===== src/rtl/loop_seq_ctrl.sv =====
// loop_seq_ctrl: hardware loop sequencer for "while (count <= limit)".
// The counter steps once every `gap` cycles and the loop stops after
// limit+1 steps. Handshake is start/busy/done.
// Optional watchdog: define LOOP_SEQ_WDOG_EN to enable the TIMEOUT cycle limit.
module loop_seq_ctrl #(
    parameter int unsigned CNT_W   = 4,
    parameter int unsigned GAP_W   = 8,
    parameter int unsigned TIMEOUT = 1000
) (
    input  logic             clk,
    input  logic             rst_n,
    input  logic             start,
    input  logic             abort,
    input  logic [CNT_W-1:0] limit,
    input  logic [GAP_W-1:0] gap,
    output logic [CNT_W-1:0] count,
    output logic             step,
    output logic             busy,
    output logic             done,
    output logic             timeout
);

    typedef enum logic [1:0] {
        S_IDLE = 2'd0,
        S_RUN  = 2'd1,
        S_FIN  = 2'd2
    } state_e;

    state_e           state_q, state_d;
    logic [CNT_W-1:0] count_q, count_d;
    logic [CNT_W-1:0] limit_q, limit_d;
    logic [GAP_W-1:0] gap_q, gap_d;
    logic [GAP_W-1:0] gap_cnt_q, gap_cnt_d;
    logic             step_q, step_d;
    logic             busy_q, busy_d;
    logic             done_q, done_d;
    logic             tick_c;
    logic             last_c;

`ifdef LOOP_SEQ_WDOG_EN
    localparam int unsigned WD_W = (TIMEOUT > 1) ? $clog2(TIMEOUT) : 1;

    logic [WD_W-1:0]  wd_cnt_q, wd_cnt_d;
    logic             timeout_q, timeout_d;
    logic             wd_hit_c;
`endif

    // A step happens on the edge where the gap counter reaches gap-1;
    // the step is the final one when the pre-increment count equals the limit.
    assign tick_c = (gap_cnt_q == (gap_q - GAP_W'(1)));
    assign last_c = tick_c && (count_q == limit_q);

`ifdef LOOP_SEQ_WDOG_EN
    assign wd_hit_c = (wd_cnt_q == WD_W'(TIMEOUT - 1));
`endif

    // State register and all registered outputs.
    always_ff @(posedge clk or negedge rst_n) begin
        if (!rst_n) begin
            state_q   <= S_IDLE;
            count_q   <= '0;
            limit_q   <= '0;
            gap_q     <= GAP_W'(1);
            gap_cnt_q <= '0;
            step_q    <= 1'b0;
            busy_q    <= 1'b0;
            done_q    <= 1'b0;
`ifdef LOOP_SEQ_WDOG_EN
            wd_cnt_q  <= '0;
            timeout_q <= 1'b0;
`endif
        end else begin
            state_q   <= state_d;
            count_q   <= count_d;
            limit_q   <= limit_d;
            gap_q     <= gap_d;
            gap_cnt_q <= gap_cnt_d;
            step_q    <= step_d;
            busy_q    <= busy_d;
            done_q    <= done_d;
`ifdef LOOP_SEQ_WDOG_EN
            wd_cnt_q  <= wd_cnt_d;
            timeout_q <= timeout_d;
`endif
        end
    end

    // Next-state and next-output logic.
    always_comb begin
        state_d   = state_q;
        count_d   = count_q;
        limit_d   = limit_q;
        gap_d     = gap_q;
        gap_cnt_d = gap_cnt_q;
        step_d    = 1'b0;
        busy_d    = busy_q;
        done_d    = 1'b0;
`ifdef LOOP_SEQ_WDOG_EN
        wd_cnt_d  = busy_q ? (wd_cnt_q + WD_W'(1)) : wd_cnt_q;
        timeout_d = 1'b0;
`endif

        case (state_q)
            S_IDLE: begin
                // done_q high means the done cycle is still in progress.
                if (start && !abort && !done_q) begin
                    limit_d   = limit;
                    gap_d     = (gap == '0) ? GAP_W'(1) : gap;
                    count_d   = '0;
                    gap_cnt_d = '0;
                    busy_d    = 1'b1;
                    state_d   = S_RUN;
`ifdef LOOP_SEQ_WDOG_EN
                    wd_cnt_d  = '0;
`endif
                end
            end

            S_RUN: begin
                if (abort) begin
                    busy_d  = 1'b0;
                    state_d = S_IDLE;
                end
`ifdef LOOP_SEQ_WDOG_EN
                else if (wd_hit_c && !last_c) begin
                    timeout_d = 1'b1;
                    busy_d    = 1'b0;
                    state_d   = S_IDLE;
                end
`endif
                else if (tick_c) begin
                    gap_cnt_d = '0;
                    count_d   = count_q + CNT_W'(1);
                    step_d    = 1'b1;
                    if (last_c) begin
                        state_d = S_FIN;
                    end
                end else begin
                    gap_cnt_d = gap_cnt_q + GAP_W'(1);
                end
            end

            S_FIN: begin
                done_d  = 1'b1;
                busy_d  = 1'b0;
                state_d = S_IDLE;
            end

            default: begin
                busy_d  = 1'b0;
                state_d = S_IDLE;
            end
        endcase
    end

    assign count = count_q;
    assign step  = step_q;
    assign busy  = busy_q;
    assign done  = done_q;

`ifdef LOOP_SEQ_WDOG_EN
    assign timeout = timeout_q;
`else
    // Watchdog compiled out: TIMEOUT has no effect.
    logic unused_timeout_cfg;
    assign unused_timeout_cfg = (TIMEOUT != 0);
    assign timeout            = 1'b0;
`endif

endmodule


===== config.mk =====
export PLATFORM = sky130hd
export DESIGN_NAME = loop_seq_ctrl
export DESIGN_NICKNAME = d
export VERILOG_FILES = /design/src/rtl/loop_seq_ctrl.sv
export SDC_FILE = /design/constraint.sdc
export NUM_CORES = 1
export LEC_CHECK = 0
export BUFFER_PORTS_ARGS = -buffer_cell sky130_fd_sc_hd__buf_2
export CAP_MARGIN = 20
export CORE_AREA = 2 2 60 62
export DETAILED_ROUTE_END_ITERATION = 16
export DIE_AREA = 0 0 62 64
export PLACE_DENSITY = 0.74
export SLEW_MARGIN = 15
export SYNTH_ARGS = -nofsm -noshare
export SYNTH_HDL_FRONTEND = slang
export SYNTH_SLANG_ARGS = --single-unit

===== constraint.sdc =====
create_clock -name clk -period 2.5 [get_ports clk]
set_clock_uncertainty 0.1 [all_clocks]
set_input_delay 0 -clock clk [delete_from_list [all_inputs] [get_ports clk]]
set_output_delay 0 -clock clk [all_outputs]
set_load 0.1 [all_outputs]

==> impl_metrics.toml, run 1 <==
[route]
drt_pre_antenna_iters = 4
top_layer_used = "met4"
drt-met1-wl_mm = 1.67
vias_per_cell = 5.44
drc_errors = 0
drt-initial-drc-count = 40
wire_per_inst_um = 15.3
vias = 1360
met3_length_um = 130
dr_wl_met2_mm = 1.92
totalWireLength_mm = 3.82
ant_nets = 0

[layout]
final_core_util = 0.646
nNetsFinal = 222
antenna_cells = 0
seq_area_um2 = 727
multi_input_area_um2 = 928
fill_cells = 258
finish.instance_area_um2 = 2120
areaGrowthSynthToFinish_pct = 28.7
finalNonFillerCells = 250
drive_above_1_share = 0.333

[critical_path]
cp-end-kind = "flop"
critPathKind = "reg -> reg"
required_ns = 2.63
crit_fanout = 6
slowest_delay_ns = 0.54
critPathArrivalTime_ns = 2.60
critical_path.top_delay_family = "compound AO/OA/AOI/OAI gates"
cp-start-kind = "flop"
crit_chain = "inv_1 -> ha_4 -> o21bai_1 -> a211o_2 -> a21oi_2 -> nor2_2 -> or3b_1 -> o31a_1"
cp_slowest_cell = "dfstp_2"
cp_num_buf_inv = 1

[power_and_ir_drop]
power_density_nw_per_um2 = 693
ir_worst_vdd_mv = 0.448
leakage_nw = 0.938

[global_route]
grt.total_usage = 0.215
grt_pass1_wl_mm = 6.31
antenna_found_initial = 0
grt-ovfl-total = 0
grt_pass1_vias = 1353
grt_max_degree = 30

[logic_synthesis]
syn-cell-area_um2 = 1650
synth_cell_types = 45
ys_warn_count = 0
synthCells = 159
synth.avg_cell_area_um2 = 10.4
synth-edff-count = 0
ys_seq_area_frac = 0.440
synthesis.nets = 178
synth-main-ff-cell = "dfrtp_1"
synthArstFlopShare = 1.00
ys_ff_latch = 29

[sta]
layout_min_cycle_time_ns = 2.47
fin_crit_sh = 0.989
slew_violations = 0
worst_slew_pin_slew_ns = 0.643
finalHoldViolations = 0
relSlewSlack = 0.571
whs_ns = 0.0847
setup_viol = 0
fmax_mhz = 405

[clocking]
cts_sinks = 29
clock-root-buffer = "clkbuf_4"
cts_buffer_depth = 2
cts_tree = "yes"
clk-insertion-delay-late_ns = 0.34
clk_pin_slew_ns = 0.10
ctsHtreeMaxLevel = 2
numCtsBuffers = 5

[placement]
gp_congestion = 0.890
dpl.hpwl_mm = 2.49
portBuffers = 22
placed_cell_area_um2 = 1860
dp.cells = 227

[hold_path]
hp-class = "in -> reg"

[floorplan]
initial_core_util = 0.502
pin_count = 24
rows = 21
die_h_um = 64
core_area_um2 = 3280
die_x_um = 62
die-area_um2 = 3970

[run]
cap_violations = 0

[status]
status = "finished clean"
==> layer usage <==
metal / vias up / track usage
met5: - / 0
met4: 0 / 0.0665
met3: 10 / 0.0567
met2: 23 / 0.348
met1: 665 / 0.275
li1: 662 / -
==> worst paths after layout <==
check	start	end	slack, ns	cells past startpoint
worst max register to register	gap_q[0]$_DFFE_PN1P_	state_q[0]$_DFFE_PN0P_	0.03	8
min in group asynchronous	rst_n	limit_q[2]$_DFFE_PN0P_	0.11	2
worst min register to register	limit_q[3]$_DFFE_PN0P_	limit_q[3]$_DFFE_PN0P_	0.44	1
worst max-delay path	gap_q[0]$_DFFE_PN1P_	state_q[0]$_DFFE_PN0P_	0.03	8
max in group asynchronous	rst_n	gap_cnt_q[6]$_DFFE_PN0P_	1.77	2
worst min-delay path	start	busy$_DFFE_PN0P_	0.08	5
==> sequential cells by signal, indices dropped and copies added (netlist names) <==
register and count:
busy 1, count 4, done 1, gap_cnt_q 8, gap_q 8, limit_q 4
state_q 2, step 1
==> tightest hold or removal path: stages <==
cell and delay (ns):
buf_2 0.10, nand2b_1 0.13, nor2_1 0.07, o21bai_1 0.12, a21oi_1 0.06
==> cells in the mapped netlist (2+ instances only) <==
master / instances / area share
dfrtp_1: 28 / 0.42
xor2_1: 14 / 0.074
mux2_2: 11 / 0.075
nand2_1: 10 / 0.023
nor3_1: 9 / 0.027
nor2_1: 8 / 0.018
a21oi_1: 7 / 0.021
nand4_1: 6 / 0.023
o21ai_0: 5 / 0.015
clkbuf_1: 4 / 0.0091
nand2b_1: 4 / 0.015
nor4_1: 4 / 0.015
xnor2_1: 4 / 0.021
ha_1: 3 / 0.023
inv_1: 3 / 0.0068
o21bai_1: 3 / 0.014
a32o_1: 2 / 0.012
and2b_2: 2 / 0.011
and3_1: 2 / 0.0076
buf_2: 2 / 0.0061
nor2b_1: 2 / 0.0076
o31ai_1: 2 / 0.0091
or4_1: 2 / 0.0091
==> kinds of logic (layout without fill, tap and decap cells) <==
| group | Yosys count | after routing | share of synthesized area |
|---|---|---|---|
| simple gates | 58 | 58 | 0.214 |
| fa+ha+maj | 3 | 3 | 0.0227 |
| compound gates | 28 | 28 | 0.118 |
| xor+xnor | 18 | 18 | 0.0955 |
| mux | 12 | 12 | 0.0811 |
| buf+inv | 10 | 55 | 0.0265 |
| flops | 29 | 29 | 0.440 |
| other cells | 1 | 1 | 0.00227 |
==> layout make-up <==
class	instances	area share
Multi-Input combinational cell	120	0.437
Sequential cell	29	0.342
Timing Repair Buffer	44	0.146
Tap cell	46	0.0271
Clock buffer	6	0.0242
Clock inverter	2	0.0177
Inverter	3	0.00530
==> power breakdown <==
group,internal (mW),leakage [nW],total [mW],switching [mW]
registers,0.533,0.370,0.623,0.0898
clock network,0.238,0.0445,0.417,0.179
logic,0.212,0.524,0.432,0.221
==> cells in the final DEF, fill, tap and decap left out, types with 2 or more instances in the layout <==
cell type / n
a21oi_1: 5
a21oi_2: 2
a32o_1: 2
and2b_2: 2
and3_1: 2
buf_2: 22
buf_4: 8
clkbuf_4: 5
dfrtp_1: 28
dlygate4sd3_1: 14
ha_1: 2
inv_1: 3
mux2_2: 11
nand2_1: 10
nand2b_1: 4
nand4_1: 6
nor2_1: 8
nor2b_1: 2
nor3_1: 9
nor4_1: 3
nor4_4: 2
o21ai_0: 5
o21bai_1: 3
o31ai_1: 2
or4_1: 2
xnor2_1: 4
xor2_1: 14
==> per-stage QoR <==
stage / power (mW) / setup TNS (ns) / setup slack [ns]
floorplan: 0.885 / 0 / 0.0103
global placement: 0.990 / 0 / 0.0970
detailed placement: 1.01 / 0 / 0.0257
CTS: 1.45 / 0 / 0.00487
global route: 1.54 / -0.292 / -0.0414
finish: 1.47 / 0 / 0.0282
==> repair_timing <==
action,4_1_cts,5_1_grt
buffers inserted,0,1
setup endpoints to repair,1,10
hold buffers,14,0
pin swaps,0,2
hold endpoints to repair,44,0
gates resized for setup,1,5
Note: power is estimated with default switching activity, not from simulation.
==> run 2: changes to the inputs <==
--- a/config.mk
+++ b/config.mk
@@ -7,10 +7,10 @@
 export LEC_CHECK = 0
 export BUFFER_PORTS_ARGS = -buffer_cell sky130_fd_sc_hd__buf_2
 export CAP_MARGIN = 20
-export CORE_AREA = 2 2 60 62
+export CORE_AREA = 2 2 62 64
 export DETAILED_ROUTE_END_ITERATION = 16
-export DIE_AREA = 0 0 62 64
-export PLACE_DENSITY = 0.74
+export DIE_AREA = 0 0 64 66
+export PLACE_DENSITY = 0.7
 export SLEW_MARGIN = 15
 export SYNTH_ARGS = -nofsm -noshare
 export SYNTH_HDL_FRONTEND = slang
==> run 2 against run 1 <==
Non-clock buffer count decreased by 2. Sequential share of layout area increased by 0.35 points. Utilization decreased by 5.5 points. Via count decreased by 2.6%. Clock power decreased by 31%. Final area decreased by 1.0%. Register-to-register slack improved by 0.04 ns. Clock-buffer cell count increased by 1. Highest routed layer unchanged. First-iteration DRC count increased by 93%. Wire length decreased by 3.9%. Setup slack improved by 0.036 ns.
==> impl_metrics.toml, run 2 (synthesized netlist as in run 1, its figures left out) <==
[route]
vias_per_cell = 5.32
drc_errors = 0
drt_pre_antenna_iters = 4
totalWireLength_mm = 3.67
wire_per_inst_um = 14.8
drt-initial-drc-count = 77
ant_nets = 0
vias = 1325

[placement]
dpl.hpwl_mm = 2.47
dp.cells = 228
placed_cell_area_um2 = 1850
portBuffers = 22
gp_congestion = 0.829

[sta]
fin_crit_sh = 0.974
layout_min_cycle_time_ns = 2.44
tns_ns = 0
whs_ns = 0.127
finalHoldViolations = 0
slew_violations = 0
setup_viol = 0
relSlewSlack = 0.574
fmax_mhz = 411
worst_slew_pin_slew_ns = 0.639

[hold_path]
hp-class = "in -> async"

[floorplan]
die_x_um = 64
die_h_um = 66
pin_count = 24
initial_core_util = 0.465
die-area_um2 = 4220
core_area_um2 = 3550
rows = 22

[critical_path]
cp-end-kind = "flop"
cp_num_buf_inv = 1
critical_path.top_delay_family = "compound AO/OA/AOI/OAI gates"
crit_fanout = 8
required_ns = 2.61
crit_chain = "inv_1 -> ha_4 -> o21bai_1 -> a211o_2 -> a21oi_4 -> nor2_4 -> or3b_4 -> o31a_1"
slowest_delay_ns = 0.54
regToRegStartpoint = "gap_q[0]$_DFFE_PN1P_"
cp_slowest_cell = "dfstp_2"
cp-startpoint = "gap_q[0]$_DFFE_PN1P_"
critPathArrivalTime_ns = 2.54
critPathKind = "reg -> reg"
cp-start-kind = "flop"

[power_and_ir_drop]
ir_worst_vdd_mv = 0.390
leakage_nw = 0.925
power_density_nw_per_um2 = 639

[clocking]
ctsHtreeMaxLevel = 2
clock-root-buffer = "clkbuf_4"
clk-insertion-delay-late_ns = 0.31
clk_pin_slew_ns = 0.09
cts_buffer_depth = 2
numCtsBuffers = 5
cts_setup_buffers = 0
cts_tree = "yes"
cts_sinks = 29

[layout]
drive_above_1_share = 0.323
nNetsFinal = 220
reg_top3 = "gap_cnt_q: 8 flops, gap_q: 8 flops"
antenna_cells = 0
finalNonFillerCells = 249
final_common_cell = "dfrtp_1"
finish.instance_area_um2 = 2100
areaGrowthSynthToFinish_pct = 27.4
final_cell_mix = "dfrtp_1, buf_2, xor2_1, dlygate4sd3_1, mux2_2"
final_core_util = 0.592

[global_route]
grt-ovfl-total = 0
grt_max_degree = 30
grt_pass1_vias = 1423
grt.total_usage = 0.199
grt_pass1_wl_mm = 6.40
antenna_found_initial = 0

[run]
cap_violations = 0

[status]
status = "finished clean"
## run 2: changes by cell type in the layout (fill, tap and decap cells not counted), sizes merged
cell	previous run	this run
buf	30	28
bufinv	1	0
clkbuf	6	7
clkinvlp	1	0
## run 2: final timing paths
kind	to	slack, ns	cells past startpoint
hold reg to reg	limit_q[3]$_DFFE_PN0P_	0.43	1
setup / recovery	state_q[0]$_DFFE_PN0P_	0.06	8
hold / removal	gap_q[2]$_DFFE_PN0P_	0.13	2
min in group clk	busy$_DFFE_PN0P_	0.13	5
setup reg to reg	state_q[0]$_DFFE_PN0P_	0.06	8
max in group asynchronous	busy$_DFFE_PN0P_	1.74	2
## run 2: layout make-up
type | count | area [um^2]
Clock buffer | 7 | 55.1
Sequential cell | 29 | 727
Multi-Input combinational cell | 120 | 953
Inverter | 3 | 11.3
Fill cell | 294 | 1450
Timing Repair Buffer | 42 | 295
Tap cell | 48 | 60.1
## run 2: where the power goes
part / total (mW) / internal, mW / switching, mW
Sequential: 0.625 / 0.533 / 0.0923
Combinational: 0.430 / 0.214 / 0.217
Clock: 0.288 / 0.133 / 0.155
Total: 1.34 / 0.880 / 0.464
## run 2: stage by stage
stage,setup WS (ns),power (mW)
after floorplan,0.0103,0.885
after global placement,0.0477,0.985
after detailed placement,0.00616,0.999
after CTS,0.0108,1.31
after global routing,-0.00693,1.43
final,0.0642,1.34
## run 2: routing by layer
| metal | global-route usage | vias to the layer above | share of wire | wire length, um |
|---|---|---|---|---|
| met5 | 0 | - | 0 | 0 |
| met4 | 0.0897 | 0 | 0.014 | 51 |
| met3 | 0.0443 | 6 | 0.038 | 139 |
| met2 | 0.319 | 31 | 0.51 | 1870 |
| met1 | 0.256 | 635 | 0.44 | 1610 |
| li1 | - | 653 | - | - |
## run 2: repair_timing
item                       CTS  global route
setup endpoints to repair    1            12
cloned                       0             0
hold endpoints to repair    43             0
hold buffers                14             0
pin swaps                    0             5
resized for setup            1             8
## run 2: worst reg2reg max path, stage by stage (launching register included)
cell and delay, ns:
dfstp_2 0.54, inv_1 0.07, ha_4 0.18, o21bai_1 0.15, a211o_2 0.32, a21oi_4 0.17, nor2_4 0.07, or3b_4 0.44
o31a_1 0.29
